### src/rtl/fft_pkg.sv
`default_nettype none
// +----------------------------------------------------------------------+
// | fft_pkg: shared widths and frame constants for the FFT datapath      |
// | Rev 1.0  initial release                                             |
// +----------------------------------------------------------------------+
package fft_pkg;

    localparam int c_out_bit     = 14;
    localparam int c_frac        = 7;
    localparam int c_frame_beats = 32;

    typedef logic signed [c_out_bit-1:0] sample_t;

endpackage
`default_nettype wire

### src/rtl/round_sat.sv
`default_nettype none
// +----------------------------------------------------------------------+
// | round_sat: one lane, round-half-up by FRAC bits then clamp to OUT_BIT|
// | Rev 1.0  initial release                                             |
// +----------------------------------------------------------------------+
module round_sat
    import fft_pkg::*;
#(
    parameter int IN_BIT  = 25,
    parameter int FRAC    = c_frac,
    parameter int OUT_BIT = c_out_bit
) (
    input  logic [IN_BIT-1:0]  x,
    output logic [OUT_BIT-1:0] y,
    output logic               sat
);

    localparam int                 c_sw   = IN_BIT + 1;
    localparam logic [c_sw-1:0]    c_half = c_sw'(1) << (FRAC - 1);
    localparam logic [OUT_BIT-1:0] c_max  = {1'b0, {(OUT_BIT-1){1'b1}}};
    localparam logic [OUT_BIT-1:0] c_min  = {1'b1, {(OUT_BIT-1){1'b0}}};

    logic [c_sw-1:0]           w_sum;
    logic signed [c_sw-1:0]    w_shr;
    logic [c_sw-OUT_BIT:0]     w_hi;

    // One guard bit keeps the +half from wrapping at the positive extreme.
    assign w_sum = {x[IN_BIT-1], x} + c_half;
    assign w_shr = $signed(w_sum) >>> FRAC;
    assign w_hi  = w_shr[c_sw-1:OUT_BIT-1];
    assign sat   = ~((&w_hi) | ~(|w_hi));
    assign y     = sat ? (w_shr[c_sw-1] ? c_min : c_max) : w_shr[OUT_BIT-1:0];

endmodule
`default_nettype wire

### src/rtl/bfly_12_post_reorder.sv
`default_nettype none
// +----------------------------------------------------------------------+
// | bfly_12_post_reorder: round/saturate products, re-pair beats 16 apart|
// | Rev 1.0  initial release                                             |
// +----------------------------------------------------------------------+
module bfly_12_post_reorder
    import fft_pkg::*;
#(
    parameter int N           = 8,
    parameter int IN_BIT      = 25,
    parameter int FRAC        = c_frac,
    parameter int OUT_BIT     = c_out_bit,
    parameter int FRAME_BEATS = c_frame_beats
) (
    input  logic                      clk,
    input  logic                      rstn,
    input  logic                      in_valid,
    input  logic [N-1:0][IN_BIT-1:0]  din_lo_i,
    input  logic [N-1:0][IN_BIT-1:0]  din_lo_q,
    input  logic [N-1:0][IN_BIT-1:0]  din_hi_i,
    input  logic [N-1:0][IN_BIT-1:0]  din_hi_q,
    output logic [N-1:0][OUT_BIT-1:0] dout1_i,
    output logic [N-1:0][OUT_BIT-1:0] dout1_q,
    output logic [N-1:0][OUT_BIT-1:0] dout2_i,
    output logic [N-1:0][OUT_BIT-1:0] dout2_q,
    output logic                      out_valid,
    output logic                      out_first,
    output logic                      sat_flag
);

    localparam int c_cnt_w = (FRAME_BEATS > 2) ? $clog2(FRAME_BEATS) : 1;

    // Quadrant order everywhere: 0 lo_i, 1 lo_q, 2 hi_i, 3 hi_q.
    logic [3:0][N-1:0][IN_BIT-1:0]  w_x;
    logic [3:0][N-1:0][OUT_BIT-1:0] w_y;
    logic [4*N-1:0]                 w_sat;
    logic                           w_cnt_last;

    logic [3:0][N-1:0][OUT_BIT-1:0] r_rnd;
    logic [3:0][N-1:0][OUT_BIT-1:0] r_dly;
    logic [3:0][N-1:0][OUT_BIT-1:0] r_a;
    logic [1:0][N-1:0][OUT_BIT-1:0] r_b2;
    logic                           r_rnd_vld, r_rnd_odd, r_rnd_first;
    logic                           r_dly_vld, r_dly_odd, r_dly_first;
    logic                           r_phase;
    logic                           r_pend;
    logic [c_cnt_w-1:0]             r_cnt;

    assign w_x        = {din_hi_q, din_hi_i, din_lo_q, din_lo_i};
    assign w_cnt_last = (r_cnt == c_cnt_w'(FRAME_BEATS - 1));

    for (genvar q = 0; q < 4; q++) begin : g_quad
        for (genvar k = 0; k < N; k++) begin : g_lane
            round_sat #(
                .IN_BIT  (IN_BIT),
                .FRAC    (FRAC),
                .OUT_BIT (OUT_BIT)
            ) u_round_sat (
                .x   (w_x[q][k]),
                .y   (w_y[q][k]),
                .sat (w_sat[q*N+k])
            );
        end
    end

    // Stage R plus beat parity / frame position, tagged onto each beat.
    always_ff @(posedge clk or negedge rstn) begin
        if (!rstn) begin
            r_rnd       <= '0;
            r_rnd_vld   <= 1'b0;
            r_rnd_odd   <= 1'b0;
            r_rnd_first <= 1'b0;
            r_phase     <= 1'b0;
            r_cnt       <= '0;
            sat_flag    <= 1'b0;
        end else begin
            r_rnd_vld <= in_valid;
            if (in_valid) begin
                r_rnd       <= w_y;
                r_rnd_odd   <= r_phase;
                r_rnd_first <= (r_cnt == c_cnt_w'(1));
                r_phase     <= ~r_phase;
                r_cnt       <= w_cnt_last ? '0 : r_cnt + c_cnt_w'(1);
                if (|w_sat) begin
                    sat_flag <= 1'b1;
                end
            end else begin
                r_phase <= 1'b0;
                r_cnt   <= '0;
            end
        end
    end

    // Alignment stage so a pair emerges two edges after its odd beat is sampled.
    always_ff @(posedge clk or negedge rstn) begin
        if (!rstn) begin
            r_dly       <= '0;
            r_dly_vld   <= 1'b0;
            r_dly_odd   <= 1'b0;
            r_dly_first <= 1'b0;
        end else begin
            r_dly_vld <= r_rnd_vld;
            if (r_rnd_vld) begin
                r_dly       <= r_rnd;
                r_dly_odd   <= r_rnd_odd;
                r_dly_first <= r_rnd_first;
            end
        end
    end

    // Odd beats are never back to back, so a pair and a pend output cannot collide.
    always_ff @(posedge clk or negedge rstn) begin
        if (!rstn) begin
            r_a       <= '0;
            r_b2      <= '0;
            r_pend    <= 1'b0;
            dout1_i   <= '0;
            dout1_q   <= '0;
            dout2_i   <= '0;
            dout2_q   <= '0;
            out_valid <= 1'b0;
            out_first <= 1'b0;
        end else begin
            out_valid <= 1'b0;
            out_first <= 1'b0;
            if (r_dly_vld && !r_dly_odd) begin
                r_a <= r_dly;
            end
            if (r_dly_vld && r_dly_odd) begin
                dout1_i   <= r_a[0];
                dout1_q   <= r_a[1];
                dout2_i   <= r_dly[0];
                dout2_q   <= r_dly[1];
                r_b2      <= {r_dly[3], r_dly[2]};
                r_pend    <= 1'b1;
                out_valid <= 1'b1;
                out_first <= r_dly_first;
            end else if (r_pend) begin
                dout1_i   <= r_a[2];
                dout1_q   <= r_a[3];
                dout2_i   <= r_b2[0];
                dout2_q   <= r_b2[1];
                r_pend    <= 1'b0;
                out_valid <= 1'b1;
            end
        end
    end

endmodule
`default_nettype wire
### config.mk
export PLATFORM = sky130hd
export DESIGN_NAME = bfly_12_post_reorder
export DESIGN_NICKNAME = d
export VERILOG_FILES = /design/src/rtl/fft_pkg.sv /design/src/rtl/round_sat.sv /design/src/rtl/bfly_12_post_reorder.sv
export SDC_FILE = /design/constraint.sdc
export NUM_CORES = 2
export LEC_CHECK = 0
export ABC_AREA = 0
export CAP_MARGIN = 5
export CELL_PAD_IN_SITES_DETAIL_PLACEMENT = 2
export CELL_PAD_IN_SITES_GLOBAL_PLACEMENT = 2
export CORE_AREA = 2 2 532 534
export DETAILED_ROUTE_END_ITERATION = 10
export DIE_AREA = 0 0 534 536
export PLACE_DENSITY_LB_ADDON = 0.1
export SYNTH_ARGS = -nofsm -noshare
export SYNTH_HDL_FRONTEND = slang
export SYNTH_SLANG_ARGS = --single-unit
### constraint.sdc
create_clock -name clk -period 2 [get_ports clk]
set_clock_uncertainty 0.05 [all_clocks]
set_input_delay 0.3 -clock clk [delete_from_list [all_inputs] [get_ports clk]]
set_output_delay 0.3 -clock clk [all_outputs]
set_load 0.005 [all_outputs]
# Yosys cells after proc, flatten, opt, wreduce, memory -nomap -nowiden
# Cells that the tools add are included.
dict set report totals {
  ff_bits 2032
  latchBits 0
  ramBits 0
  romBits 0
  inputBits 803
  out_inout_bits 451
  elab_cells 437
  mem_count 0
}
dict set report classes {
  add_sub_neg 33
  multipliers 0
  n_div 0
  n_lt_le_gt_ge 0
  eq_ne 2
  n_shift 0
  n_mux 79
  n_bitwise 97
  n_reduce_logical 70
}
# operator count
set op_table {}
lappend op_table {{$mux W112} 8}
lappend op_table {{$mux W14} 64}
lappend op_table {{$add A25 B8 Y26 const B} 32}
lappend op_table {{$reduce_and A6 Y1} 32}
lappend op_table {{$reduce_or A6 Y1} 32}
lappend op_table {{$not A1 Y1} 65}
lappend op_table {{$or A1 B1 Y1} 32}
lappend op_table {{$reduce_or A32 Y1} 1}
lappend op_table {{$mux W5} 2}
lappend op_table {{$add A5 B1 Y5 const B} 1}
lappend op_table {{$eq A5 B1 Y1 const B} 1}
lappend op_table {{$eq A5 B5 Y1 const B} 1}
lappend op_table {{$mux W1} 5}
lappend op_table {{$logic_and A1 B1 Y1} 2}
lappend op_table {{$reduce_and A2 Y1} 1}
lappend op_table {{$reduce_bool A2 Y1} 1}
lappend op_table {{$logic_not A1 Y1} 1}

# Longest topological paths before layout
dict set report logic_depth {
  ltp_word 7
  mapped_depth 12
  depth_no_buf 10
}

# Cells and area by module
# From an unflattened synthesis, not the netlist that was laid out.
dict set report hier_totals {
  cells_unflattened 8337
  hier_area_um2 96188.5
}
# mod n_inst cells_per_inst area_each_um2 seq_area_each_um2
set modules_own_cells {}
lappend modules_own_cells {bfly_12_post_reorder 1 5777 79012.0 50848.8}
lappend modules_own_cells {round_sat 32 80 536.8 0.0}

# Worst setup path before layout
# No wires, ideal clock.
dict set report synth_path {
  path_kind {input to register}
  startpoint {in din_lo_q[31] (netlist name)}
  endpoint {reg r_rnd[130] (netlist name)}
  setup_time_ns 0.121
  arrival_time_ns 2.425
  required_ns 1.829
  setup_slack_ns -0.597
  path_stages 11
  path_buffers 1
  path_cell_list {ha_1 nand2_1 nor4_1 mux2_2 or4_1 o22ai_1 a21oi_1 nand2_1 nand2_1 buf_2 o22a_1}
}
dict set report synth_via {
  elab_chain_len 5
  elab_cells_between_ends 7
  cone_classes {1 x add/sub; 2 x mux; 2 x bitwise; 2 x reduce/logical}
}
# element line_no
set synth_lines {}
lappend synth_lines {{start: declaration} bfly_12_post_reorder.sv:19} ;# input logic [N-1:0][IN_BIT-1:0] din_lo_q,
lappend synth_lines {{$add A25 B8 Y26 *} round_sat.sv:28} ;# assign w_sum = {x[IN_BIT-1], x} + c_half;
lappend synth_lines {{$reduce_or A6 Y1} round_sat.sv:31} ;# assign sat = ~((&w_hi) | ~(|w_hi));
lappend synth_lines {{$not A1 Y1} round_sat.sv:31}
lappend synth_lines {{$or A1 B1 Y1} round_sat.sv:31}
lappend synth_lines {{$mux W14 *} round_sat.sv:32} ;# assign y = sat ? (w_shr[c_sw-1] ? c_min : c_max) : w_shr[OUT_BIT-1:0];
lappend synth_lines {{end signal: assignment} bfly_12_post_reorder.sv:79} ;# r_rnd <= w_y;
lappend synth_lines {{end: declaration} bfly_12_post_reorder.sv:39} ;# logic [3:0][N-1:0][OUT_BIT-1:0] r_rnd;
# Every way passes the cells marked *; elsewhere a longest branch is shown, timed or not.
# A chain may end at the register's enable or synchronous reset.

# Worst setup path in the final report
dict set report layout_path {
  startpoint {in din_lo_i[11] (netlist name)}
  endpoint {reg sat_flag}
}
dict set report layout_via {
  elab_chain_len 7
  elab_cells_between_ends 8
  cone_classes {1 x add/sub; 3 x bitwise; 4 x reduce/logical}
}
# element line_no
set layout_lines {}
lappend layout_lines {{start: declaration} bfly_12_post_reorder.sv:18} ;# input logic [N-1:0][IN_BIT-1:0] din_lo_i,
lappend layout_lines {{$add A25 B8 Y26 *} round_sat.sv:28}
lappend layout_lines {{$reduce_or A6 Y1} round_sat.sv:31}
lappend layout_lines {{$not A1 Y1} round_sat.sv:31}
lappend layout_lines {{$or A1 B1 Y1 *} round_sat.sv:31}
lappend layout_lines {{$not A1 Y1 *} round_sat.sv:31}
lappend layout_lines {{$reduce_or A32 Y1 *} bfly_12_post_reorder.sv:84} ;# if (|w_sat) begin
lappend layout_lines {{$reduce_and A2 Y1 (no line) *} -}
lappend layout_lines {{end signal: assignment} bfly_12_post_reorder.sv:75} ;# sat_flag <= 1'b0;
lappend layout_lines {{end signal: assignment} bfly_12_post_reorder.sv:85} ;# sat_flag <= 1'b1;
lappend layout_lines {{end: declaration} bfly_12_post_reorder.sv:28} ;# output logic sat_flag
# Marks and branches as above.

==> impl_metrics.json <==
{
  "synthArstFlopShare_pct": 100.0,
  "crit_type": "in2reg",
  "worstPathArrival_ns": 2.84,
  "finalMaxSlewViolations": 0,
  "setup_ws_ns": -0.1413,
  "fmax_mhz": 467.0,
  "die_x_um": 534,
  "synth_xor_area_share_pct": 3.879,
  "violations": "hold timing, setup timing",
  "grt_antenna_before_repair": 76,
  "synth_edf_count": 0,
  "synth_warnings": 0,
  "synthAdderAreaFrac_pct": 0.4742,
  "outcome": "finished with violations",
  "routed_via_density": 5.114,
  "wl_um": 371700,
  "avgSynthCellArea_um2": 11.15,
  "clk_latency_ns": 0.90,
  "synth_compound_area_share_pct": 8.173,
  "core_um2": 280800,
  "p_leak_nw": 58.41,
  "grt_start_max_net_pins": 101,
  "rrSetupSlack_ns": 0.15,
  "tightest_slew_ns": 0.6263,
  "cts_sinks": 2032,
  "grt.overflow.total": 0,
  "grt_pass1_vias": 85160,
  "first_pass_iters": 5,
  "final_nets": 11610,
  "final_common_cell": "dfrtp_1",
  "fp.dieArea_um2": 286200,
  "die_height_um": 536,
  "via_count": 75380,
  "drtAntennaViolNets": 0,
  "synth_ff_type": "dfrtp_1",
  "synth_top_family_by_area": "multiplexers",
  "finalSetupViolCount": 10,
  "required_ns": 2.70,
  "cts.clk_slew.worst_paths_ns": 0.06,
  "htreeDepth": 4,
  "rsz0062_at_grt": "true",
  "yosysUniqueCellTypes": 90,
  "cts_tree": "done",
  "clk_path_buf_depth": 4,
  "track_usage_pct": 25.10,
  "whs_ns": -0.02629,
  "powerDensity_nw_per_um2": 1033,
  "start_util_pct": 32.88,
  "routabilityCongestion": 0.8523,
  "yosys.area_share.simple_pct": 11.98,
  "hold_class": "in2reg",
  "yosysSeqAreaShare_pct": 55.06,
  "min_period_ns": 2.141,
  "relSlewSlack_pct": 57.87,
  "ys_seq_elements": 2032,
  "vdd_drop_max_uv": 761.8,
  "grt_pass1_wl_um": 550800,
  "syn_inst": 8283,
  "hold_viol": 9,
  "clockRootBuffer": "clkbuf_16",
  "total_power_mw": 136.4,
  "period_share_pct": 107.1,
  "cts-buffers-inserted": 230,
  "synth_fp_nets": 9121,
  "crit_path_start_kind": "primary input",
  "muxShareOfSynthArea_pct": 17.80,
  "max_cap_viol_count": 0,
  "place.detailed.hpwl_um": 271100,
  "portBuffers": 1061,
  "endpoint_kind": "flop",
  "fin_tns_setup_ns": -0.3483,
  "netlist_area_um2": 92340,
  "post-place-ws_ns": -1.586,
  "drc": 0,
  "wl_per_cell_um": 25.22,
  "io_pins": 1254,
  "area_delta_synth_final_pct": 42.96,
  "worstPathMaxFanout": 3,
  "drive_gt1_share_pct": 34.30,
  "rows": 195,
  "drtIter0Drc": 3211,
  "nFillCells": 28050,
  "most-common-layout-cells": "dfrtp_1 (1992), buf_4 (1319), nand2_1 (1309)"
}
==> metal layers <==
metal,share of wire [%],vias to the layer above,track usage (%)
li1,-,34020,-
met1,42,39410,31.90
met2,49,1374,42.22
met3,4.8,553,4.581
met4,4.2,20,9.868
met5,0.035,-,0
==> path summary, 6_finish.rpt <==
path	start	endpoint	cells after the start
setup / recovery	din_lo_i[11]	sat_flag	12
setup reg to reg	r_dly_odd	r_a[336]	4
hold reg to reg	r_phase	r_phase	1
max in group asynchronous	rstn	r_rnd[140]	5
min in group asynchronous	rstn	r_a[35]	3
hold / removal	din_lo_q[111]	r_rnd[172]	5
==> cell type report <==
cell class | count | area [um2] | area share, %
flip-flops and latches | 2032 | 50900 | 38.56
multi-input cells | 5623 | 42420 | 32.13
repair buffers | 2698 | 25680 | 19.45
clock buffers | 341 | 6766 | 5.125
well taps | 3743 | 4683 | 3.547
clock inverters | 80 | 770.7 | 0.5838
inverters | 184 | 698.2 | 0.5288
diodes | 40 | 100.1 | 0.07582
==> where the power goes <==
part	switching [mW]	internal, mW	leakage [nW]
registers	8.15	52.1	24.0
logic	16.8	16.8	30.7
clock network	17.9	24.6	3.71
==> cells by family (layout without fill, tap and decap cells) <==
logic type	Yosys count	after routing
other	0	40
XOR/XNOR	409	409
buffers and inverters	631	3303
multiplexers	1512	1512
AO/OA/AOI/OAI	1218	1219
adder cells (fa/ha/maj)	35	35
AND/OR/NAND/NOR	2446	2448
flip-flops	2032	2032
==> state kept, by name (all words and copies together) (netlist names), 5 cells and up <==
register	cells
dout2_i	112
r_dly	448
dout1_q	112
r_b2	224
dout2_q	112
r_rnd	448
dout1_i	112
r_cnt	5
r_a	448
==> what timing repair did <==
action                                  in CTS  in global routing
cloned                                       8                  7
hold buffers                                25                 51
pin swaps                                  111                226
hold endpoints to repair                  1794                 50
endpoints found under the setup margin     759                405
setup buffers                              126                 88
gates resized for setup                   1490                641
==> Yosys cell counts (all sizes together) (6+ instances only) <==
cell type / number / area share [%]
a21boi: 10 / 0.081
a21o: 10 / 0.081
a21oi: 146 / 0.80
a31oi: 31 / 0.21
a41oi: 9 / 0.085
and2: 25 / 0.17
and3: 88 / 0.60
and4: 43 / 0.41
buf: 39 / 0.22
clkbuf: 408 / 1.7
dfrtp: 2032 / 55
ha: 35 / 0.47
inv: 183 / 0.74
mux2: 1037 / 13
mux2i: 475 / 5.1
nand2: 1339 / 5.4
nand3: 236 / 1.3
nand3b: 14 / 0.11
nand4: 127 / 0.87
nand4b: 6 / 0.057
nor2: 341 / 1.4
nor2b: 23 / 0.16
nor3: 71 / 0.40
nor3b: 20 / 0.16
nor4: 46 / 0.36
nor4b: 13 / 0.13
o211ai: 109 / 0.89
o21a: 20 / 0.16
o21ai: 610 / 3.3
o22a: 171 / 1.6
o22ai: 24 / 0.16
o31ai: 13 / 0.12
or2: 9 / 0.061
or3: 21 / 0.15
xnor2: 198 / 1.9
xor2: 211 / 2.0
==> worst max-delay path, cell delays in order <==
cell and delay (ns):
clkdlybuf4s50_1 0.51, buf_4 0.15, nand2_2 0.11, nor4_4 0.28
mux2i_1 0.26, o22a_1 0.24, a41oi_4 0.07, buf_12 0.18
nor4bb_4 0.26, nand4_1 0.13, nor4_2 0.23, a31oi_1 0.12
==> through the flow <==
stage / cell area (um2) / cells / utilization [%]
3_5_place_dp: 119300 / 13980 / 42.49
2_1_floorplan: 94080 / 8283 / -
5_1_grt: 132000 / 14730 / 47.00
3_3_place_gp: 119300 / 13980 / 42.49
4_1_cts: 128800 / 14560 / 45.86
6_report: 132000 / 14740 / 47.01
Power figures use the tool's default switching activity.
